<file path="src/rtl/cache_mem_arbiter.sv">
// cache_mem_arbiter: shares one backing-memory line port between the icache (I)
// and dcache (D) controllers. Each port has a one-entry request buffer. One line
// transaction is granted at a time, by round-robin or fixed D priority. Ready and
// data are routed back to the owning port. Grant and conflict counters are kept.
module cache_mem_arbiter #(
    parameter int unsigned ADDR_W     = 32,
    parameter int unsigned LINE_W     = 128,
    parameter int unsigned FIXED_PRIO = 0
) (
    input  logic              clk_i,
    input  logic              rst_ni,
    input  logic              i_req_valid_i,
    input  logic              i_req_rw_i,
    input  logic [ADDR_W-1:0] i_req_addr_i,
    input  logic [LINE_W-1:0] i_req_data_i,
    output logic              i_res_ready_o,
    output logic [LINE_W-1:0] i_res_data_o,
    input  logic              d_req_valid_i,
    input  logic              d_req_rw_i,
    input  logic [ADDR_W-1:0] d_req_addr_i,
    input  logic [LINE_W-1:0] d_req_data_i,
    output logic              d_res_ready_o,
    output logic [LINE_W-1:0] d_res_data_o,
    output logic              mem_valid_o,
    output logic              mem_rw_o,
    output logic [ADDR_W-1:0] mem_addr_o,
    output logic [LINE_W-1:0] mem_wdata_o,
    input  logic              mem_ready_i,
    input  logic [LINE_W-1:0] mem_rdata_i,
    output logic [31:0]       gnt_i_cnt_o,
    output logic [31:0]       gnt_d_cnt_o,
    output logic [31:0]       conflict_cnt_o
);

    localparam int unsigned CNT_W = 32;

    localparam logic [0:0] ST_IDLE = 1'b0;
    localparam logic [0:0] ST_BUSY = 1'b1;

    localparam logic PORT_I = 1'b0;
    localparam logic PORT_D = 1'b1;

    logic [0:0]        state_q, state_d;
    logic              owner_q, owner_d;
    logic              rr_last_q;
    logic              conflict;

    logic              i_pend_q, i_rw_q;
    logic [ADDR_W-1:0] i_addr_q;
    logic [LINE_W-1:0] i_data_q;
    logic              d_pend_q, d_rw_q;
    logic [ADDR_W-1:0] d_addr_q;
    logic [LINE_W-1:0] d_data_q;

    logic              busy, done, i_cap, d_cap;
    logic [CNT_W-1:0]  gnt_i_q, gnt_d_q, conflict_q;

    // Memory side is driven straight from the owner slot while busy, zero otherwise
    assign busy        = (state_q == ST_BUSY);
    assign done        = busy & mem_ready_i;
    assign mem_valid_o = busy;
    assign mem_rw_o    = busy & ((owner_q == PORT_D) ? d_rw_q : i_rw_q);
    assign mem_addr_o  = busy ? ((owner_q == PORT_D) ? d_addr_q : i_addr_q) : '0;
    assign mem_wdata_o = busy ? ((owner_q == PORT_D) ? d_data_q : i_data_q) : '0;

    // Response routing: ready only to the owner, data broadcast
    assign i_res_ready_o = done & (owner_q == PORT_I);
    assign d_res_ready_o = done & (owner_q == PORT_D);
    assign i_res_data_o  = mem_rdata_i;
    assign d_res_data_o  = mem_rdata_i;

    assign i_cap = i_req_valid_i & ~i_pend_q & ~i_res_ready_o;
    assign d_cap = d_req_valid_i & ~d_pend_q & ~d_res_ready_o;

    assign gnt_i_cnt_o    = gnt_i_q;
    assign gnt_d_cnt_o    = gnt_d_q;
    assign conflict_cnt_o = conflict_q;

    // Next-state and owner selection
    always_comb begin
        state_d  = state_q;
        owner_d  = owner_q;
        conflict = 1'b0;
        case (state_q)
            ST_IDLE: begin
                if (i_pend_q || d_pend_q) begin
                    if (i_pend_q && d_pend_q) begin
                        conflict = 1'b1;
                        owner_d  = (FIXED_PRIO != 0) ? PORT_D : ~rr_last_q;
                    end else begin
                        owner_d  = d_pend_q ? PORT_D : PORT_I;
                    end
                    state_d = ST_BUSY;
                end
            end
            ST_BUSY: begin
                if (mem_ready_i) state_d = ST_IDLE;
            end
            default: state_d = ST_IDLE;
        endcase
    end

    // State, owner and round-robin history
    always_ff @(posedge clk_i) begin
        if (!rst_ni) begin
            state_q   <= ST_IDLE;
            owner_q   <= PORT_I;
            rr_last_q <= PORT_D;
        end else begin
            state_q <= state_d;
            owner_q <= owner_d;
            if (done) rr_last_q <= owner_q;
        end
    end

    // Port I request buffer: capture when empty, release on its response
    always_ff @(posedge clk_i) begin
        if (!rst_ni) begin
            i_pend_q <= 1'b0;
            i_rw_q   <= 1'b0;
            i_addr_q <= '0;
            i_data_q <= '0;
        end else if (i_cap) begin
            i_pend_q <= 1'b1;
            i_rw_q   <= i_req_rw_i;
            i_addr_q <= i_req_addr_i;
            i_data_q <= i_req_data_i;
        end else if (i_res_ready_o) begin
            i_pend_q <= 1'b0;
        end
    end

    // Port D request buffer: capture when empty, release on its response
    always_ff @(posedge clk_i) begin
        if (!rst_ni) begin
            d_pend_q <= 1'b0;
            d_rw_q   <= 1'b0;
            d_addr_q <= '0;
            d_data_q <= '0;
        end else if (d_cap) begin
            d_pend_q <= 1'b1;
            d_rw_q   <= d_req_rw_i;
            d_addr_q <= d_req_addr_i;
            d_data_q <= d_req_data_i;
        end else if (d_res_ready_o) begin
            d_pend_q <= 1'b0;
        end
    end

    // Performance counters, free-running with wrap
    always_ff @(posedge clk_i) begin
        if (!rst_ni) begin
            gnt_i_q    <= '0;
            gnt_d_q    <= '0;
            conflict_q <= '0;
        end else begin
            if (i_res_ready_o) gnt_i_q <= gnt_i_q + CNT_W'(1);
            if (d_res_ready_o) gnt_d_q <= gnt_d_q + CNT_W'(1);
            if (conflict)      conflict_q <= conflict_q + CNT_W'(1);
        end
    end

endmodule

</file>
<file path="config.mk">
export PLATFORM = sky130hd
export DESIGN_NAME = cache_mem_arbiter
export DESIGN_NICKNAME = d
export VERILOG_FILES = /design/src/rtl/cache_mem_arbiter.sv
export SDC_FILE = /design/constraint.sdc
export NUM_CORES = 1
export LEC_CHECK = 0
export CAP_MARGIN = 15
export CELL_PAD_IN_SITES_DETAIL_PLACEMENT = 1
export CELL_PAD_IN_SITES_GLOBAL_PLACEMENT = 1
export CORE_AREA = 8 8 375 377
export DETAILED_ROUTE_END_ITERATION = 16
export DIE_AREA = 0 0 383 385
export PLACE_DENSITY_LB_ADDON = 0.1
export SETUP_SLACK_MARGIN = 0.4
export SYNTH_ARGS = -nofsm -noshare
export SYNTH_HDL_FRONTEND = slang
export SYNTH_SLANG_ARGS = --single-unit
</file>
<file path="constraint.sdc">
create_clock -name clk_i -period 4.7 [get_ports clk_i]
set_input_delay 1.41 -clock clk_i [delete_from_list [all_inputs] [get_ports clk_i]]
set_output_delay 1.41 -clock clk_i [all_outputs]
set_load 0.02 [all_outputs]
</file>
==> qor.yml, run 1 <==
timing:
  period_share: 0.874
  period_needed_ns: 4.11
  finalSetupViolCount: 0
  fmax_ghz: 0.244
  setup_tns_ns: 0
  rsz0062_at_grt: "false"
  final_max_slew_viol_count: 0
  slew_headroom: 0.381
  finalHoldViolations: 0
  skew_ns: 0.0180
  tightest_slew_ns: 0.928
setup_path:
  regToRegEndpoint: "conflict_cnt_o[29]"
  cp_data_arrival_time_ns: 2.70
  crit_chain: "buf_16 > nor2b_1 > clkdlybuf4s50_1"
  slowest_delay_ns: 0.69
  crit_slowest_cell: "clkdlybuf4s50_1"
  crit_required_ns: 3.29
  rr_worst_depth: 5
  worst-path-max-fanout: 87
  end_kind: "output pin"
  crit_path_start_kind: "register"
  setup.worst_path.start: "mem_valid_o"
  ff2ff_setup_slack_ns: 2.10
  worstSetupPathType: "register to output pin"
  reg2reg_from: "mem_valid_o"
detailed_routing:
  num_vias: 18800
  first_iter_violations: 605
  firstDrtPassIters: 4
  wl_per_cell_um: 21.9
  wl_mm: 103
  viasPerCell: 4.02
  drc_errors: 0
  antenna_left: 0
floorplanning:
  pin_count: 971
  core-area_um2: 135000
  placementRows: 135
  dieWidth_um: 383
  start_util: 0.151
  die_y_um: 385
  dieArea_um2: 147000
finish:
  seq_area_um2: 8480
  area_growth_pct: 40.4
  final_net_count: 3294
  fillCellCount: 15700
  drive_gt1_frac: 0.0510
  multi_input_area_um2: 9250
global_routing:
  grt_antenna_before_repair: 56
  grt_pass1_vias: 20500
  grt_overflow: 0
  grt_max_degree: 88
  grt_pass1_wl_mm: 146
  grt_util_all_layers: 0.132
clocking:
  htree_levels: 2
  clk_latency_ns: 0.65
  clkTransAtPathRegs_ns: 0.05
  cts_tree: "done"
  cts_hold_buf: 0
  cts.sinks: 423
  cts_root_buf: "clkbuf_16"
  cts_buffers: 59
  cts_max_path_buffers: 3
power_and_ir_drop:
  power_frac_clock: 0.469
  switchingPower_mw: 2.71
  pwr-share-comb: 0.143
  total_power_mw: 9.98
  p_seq_frac: 0.389
  p_leak_nw: 9.20
  ir_worst_vdd_mv: 0.292
  power.internal_mw: 7.28
  netSwitchingFraction: 0.271
  power_density_nw_per_um2: 349
logic_synthesis:
  async_reset_ff_frac: 0
  synth_area_leaders: "dfxtp_1 (42%), nand2_1 (13%), a21oi_1 (9.5%)"
  ys_ff_latch: 423
  muxShareOfSynthArea: 0.0820
  synth_edf_count: 0
  synth_top_area_share: 0.415
  ys_warn_count: 0
  synth_top_family_by_area: "simple AND/OR/NAND/NOR gates"
  yosysSeqAreaShare: 0.415
  synth_xor_area_frac: 0.0112
  ys.flop_type: "dfxtp_1"
  synth_adder_area_share: 0.00184
  synth_simple_gate_area_frac: 0.240
  synth_top_area_cell: "dfxtp_1"
  synth_area_per_cell_um2: 7.91
  syn_inst: 2576
  synth_most_common_cell: "nand2_1"
  syn_area_um2: 20400
  synth_common_cells: "nand2_1 (683), dfxtp_1 (423), a21oi_1 (388), buf_4 (256), mux2i_1 (167)"
  synth.net_count: 3034
  synth_compound_area_frac: 0.117
  synthDistinctLibCells: 42
place:
  gp_congestion: 0.733
  port_buffers: 586
  post-dp-hpwl_mm: 73.4
worst_hold_path:
  hp-start: "i_addr_q[16]"
  holdPathEnd: "i_addr_q[16]"
  min_path_type: "register to register"
  min_path_cells: 2
status:
  status: "complete, no violations"
run:
  maxCapViolations: 0
==> repair_timing <==
action	in CTS	in global routing
setup endpoints to repair	137	0
buffers inserted	4	0
gates resized for setup	2	0
==> power by group through the flow <==
stage	registers (mW)	clock network (mW)	logic, mW
CTS	3.88	4.94	1.49
floorplan	3.91	0	1.00
detailed placement	3.98	0	1.44
finish	3.88	4.68	1.43
global route	3.90	5.06	1.57
global placement	3.97	0	1.43
==> area by class of cell <==
class | instances | area share
multi-input combinational | 1701 | 0.323
tap | 1781 | 0.0778
clock buffer | 94 | 0.0625
timing repair buffer | 630 | 0.228
sequential | 423 | 0.296
antenna | 23 | 0.00201
inverter | 21 | 0.00302
clock inverter | 13 | 0.00730
==> through the flow <==
stage          cell area, um^2  setup WS [ns]   util  hold slack (ns)  instances
6_report                 28600          0.594  0.213            0.453       4686
4_1_cts                  28600          0.451  0.212            0.454       4663
3_3_place_gp             26500          0.357  0.197            0.441       4552
5_1_grt                  28600          0.438  0.212            0.467       4673
2_1_floorplan            20400           1.52      -            0.436       2576
3_5_place_dp             26500          0.333  0.197            0.446       4552
==> critical path, delay by kind of cell (launching register included) <==
kind,cells,cell delay [ns]
buf+inv,2,1.03
flops,1,0.56
simple gates,1,0.34
==> layer usage <==
layer | part of all wire | track usage | vias to the layer above
li1 | - | - | 8902
met3 | 0.099 | 0.0623 | 244
met4 | 0.033 | 0.0465 | 52
met1 | 0.41 | 0.153 | 9078
met2 | 0.46 | 0.215 | 554
met5 | 0.0032 | 0 | -
==> cell families (layout without fill, tap and decap cells) <==
kind of cell,count (synthesis),count (layout)
compound gates,454,454
xor+xnor,26,26
fa+ha+maj,3,3
buf+inv,452,758
flops,423,423
mux,167,167
other cells,0,23
simple gates,1051,1051
==> worst max path at each step <==
stage | endpoint
final | mem_wdata_o[47]
after global routing | mem_wdata_o[120]
after CTS | mem_wdata_o[47]
after detailed placement | d_res_ready_o
after global placement | d_res_ready_o
after floorplan | mem_wdata_o[100]
==> cell usage in the layout, fill, tap and decap left out, types with 31 or more instances in the layout <==
cell               n
clkdlybuf4s50_1  585
nand2_1          683
mux2i_1          167
nor2b_1          161
dfxtp_1          421
nor2_1            31
clkbuf_16         60
a21oi_1          388
or4_1             49
o31ai_1           45
==> flip-flops by register name (all words and copies together), names as in the netlist <==
register	cells
d_pend_q	1
d_data_q	128
d_rw_q	1
d_addr_q	32
i_rw_q	1
mem_valid_o	1
i_pend_q	1
gnt_d_cnt_o	32
owner_q	1
conflict_cnt_o	32
i_data_q	128
i_addr_q	32
gnt_i_cnt_o	32
rr_last_q	1
(Power assumes the default switching activity.)
==> run 2: changes to the inputs <==
--- a/config.mk
+++ b/config.mk
@@ -11,7 +11,7 @@
 export CORE_AREA = 8 8 375 377
 export DETAILED_ROUTE_END_ITERATION = 16
 export DIE_AREA = 0 0 383 385
-export PLACE_DENSITY_LB_ADDON = 0.1
+export PLACE_DENSITY = 0.51
 export SETUP_SLACK_MARGIN = 0.4
 export SYNTH_ARGS = -nofsm -noshare
 export SYNTH_HDL_FRONTEND = slang
==> qor.yml, run 2 (synthesis results as in run 1) <==
clocking:
  clkTransAtPathRegs_ns: 0.06
  cts_buffers: 55
  clk_latency_ns: 0.63
  cts_tree: "done"
  cts.sinks: 423
  cts_max_path_buffers: 3
  htree_levels: 2
  cts_root_buf: "clkbuf_16"
setup_path:
  ff2ff_setup_slack_ns: 2.00
  crit_required_ns: 3.29
  rr_worst_depth: 5
  end_kind: "output pin"
  worstSetupPathType: "register to output pin"
  worst-path-max-fanout: 17
  regToRegEndpoint: "conflict_cnt_o[29]"
  cp_data_arrival_time_ns: 2.67
  crit_path_start_kind: "register"
  reg2reg_from: "mem_valid_o"
detailed_routing:
  wl_per_cell_um: 20.5
  first_iter_violations: 733
  antenna_left: 0
  firstDrtPassIters: 5
  drc_errors: 0
  viasPerCell: 3.97
  wl_mm: 96.2
  num_vias: 18700
place:
  placed_area_um2: 26700
  port_buffers: 586
  dp_cells: 4580
  post-dp-hpwl_mm: 71.0
  gp_congestion: 0.775
  place_ws_ns: 0.356
finish:
  fin_cells: 4702
  layout_common_cells: "nand2_1 (683), clkdlybuf4s50_1 (584), dfxtp_1 (421)"
  fin_area_um2: 28700
  post-route-util: 0.213
  area_growth_pct: 40.8
  largest_registers: "d_data_q (128), i_data_q (128)"
  drive_gt1_frac: 0.0609
  final_common_cell: "nand2_1"
  seq_area_um2: 8480
  final_net_count: 3319
  multi_input_area_um2: 9250
  fillCellCount: 15900
floorplanning:
  die_y_um: 385
  placementRows: 135
  start_util: 0.151
  dieArea_um2: 147000
  pin_count: 971
  core-area_um2: 135000
  dieWidth_um: 383
power_and_ir_drop:
  total_power_mw: 9.77
  power_density_nw_per_um2: 341
  ir_worst_vdd_mv: 0.231
  p_leak_nw: 9.31
timing:
  finalHoldViolations: 0
  rsz0062_at_grt: "false"
  fin_ws_ns: 0.623
  period_share: 0.867
  tightest_slew_ns: 1.07
  final_max_slew_viol_count: 0
  setup_tns_ns: 0
  finalSetupViolCount: 0
  fmax_ghz: 0.245
  period_needed_ns: 4.08
  slew_headroom: 0.289
  holdWs_ns: 0.452
  skew_ns: 0.0227
status:
  status: "complete, no violations"
global_routing:
  grt_util_all_layers: 0.123
  grt_overflow: 0
  grt_pass1_wl_mm: 136
  grt_antenna_before_repair: 38
  grt_pass1_vias: 19200
  grt_max_degree: 94
worst_hold_path:
  min_path_cells: 2
  min_path_type: "register to register"
  holdPathEnd: "i_data_q[83]"
  hp-start: "i_data_q[83]"
run:
  maxCapViolations: 0
[run 2: changes by cell type in the layout (fill, tap and decap cells not counted), sizes merged]
cell,before,now
clkinvlp,0,1
diode,23,16
clkdlybuf4s50,585,584
buf,44,73
bufinv,5,4
clkbuf,94,86
clkinv,8,10
dlymetal6s2s,0,1
[run 2: worst max path at each step]
stage	cells past startpoint	endpoint	start	slack, ns
2_1_floorplan	5	mem_wdata_o[100]	owner_q	1.52
3_3_place_gp	4	d_res_ready_o	mem_ready_i	0.39
3_5_place_dp	4	d_res_ready_o	mem_ready_i	0.36
4_1_cts	4	i_res_ready_o	mem_ready_i	0.41
5_1_grt	3	mem_wdata_o[50]	mem_valid_o	0.49
6_report	2	mem_wdata_o[78]	mem_valid_o	0.62
[run 2: report_power, final]
group / leakage (nW) / internal (mW) / total (mW) / switching [mW]
clock: 0.941 / 2.71 / 4.46 / 1.75
combinational: 4.91 / 0.671 / 1.42 / 0.750
sequential: 3.46 / 3.77 / 3.89 / 0.123
[run 2: repair_timing]
item | 4_1_cts | 5_1_grt
resized for setup | 1 | 1
hold endpoints to repair | 0 | 0
endpoints found under the setup margin | 93 | 2
hold buffers | 0 | 0
pin swaps | 0 | 0
setup buffers | 4 | 1
[run 2: cell type report]
class | count | share of cell area
Multi-Input combinational cell | 1701 | 0.322
Tap cell | 1781 | 0.0777
Inverter | 21 | 0.00301
Sequential cell | 423 | 0.295
Clock inverter | 15 | 0.00632
Antenna cell | 16 | 0.00140
Clock buffer | 86 | 0.0598
Timing Repair Buffer | 659 | 0.234
[run 2: metal layers]
metal,GRT usage,vias to the layer above,part of all wire
met5,0,-,0.0017
met4,0.0469,26,0.040
met3,0.0557,219,0.098
met2,0.197,572,0.45
met1,0.144,8895,0.41
li1,-,8953,-
[run 2: worst max-delay path: stages, from the launching register on]
cell and delay, ns:
dfxtp_4 0.75, nor2b_1 0.55, clkdlybuf4s50_1 0.72
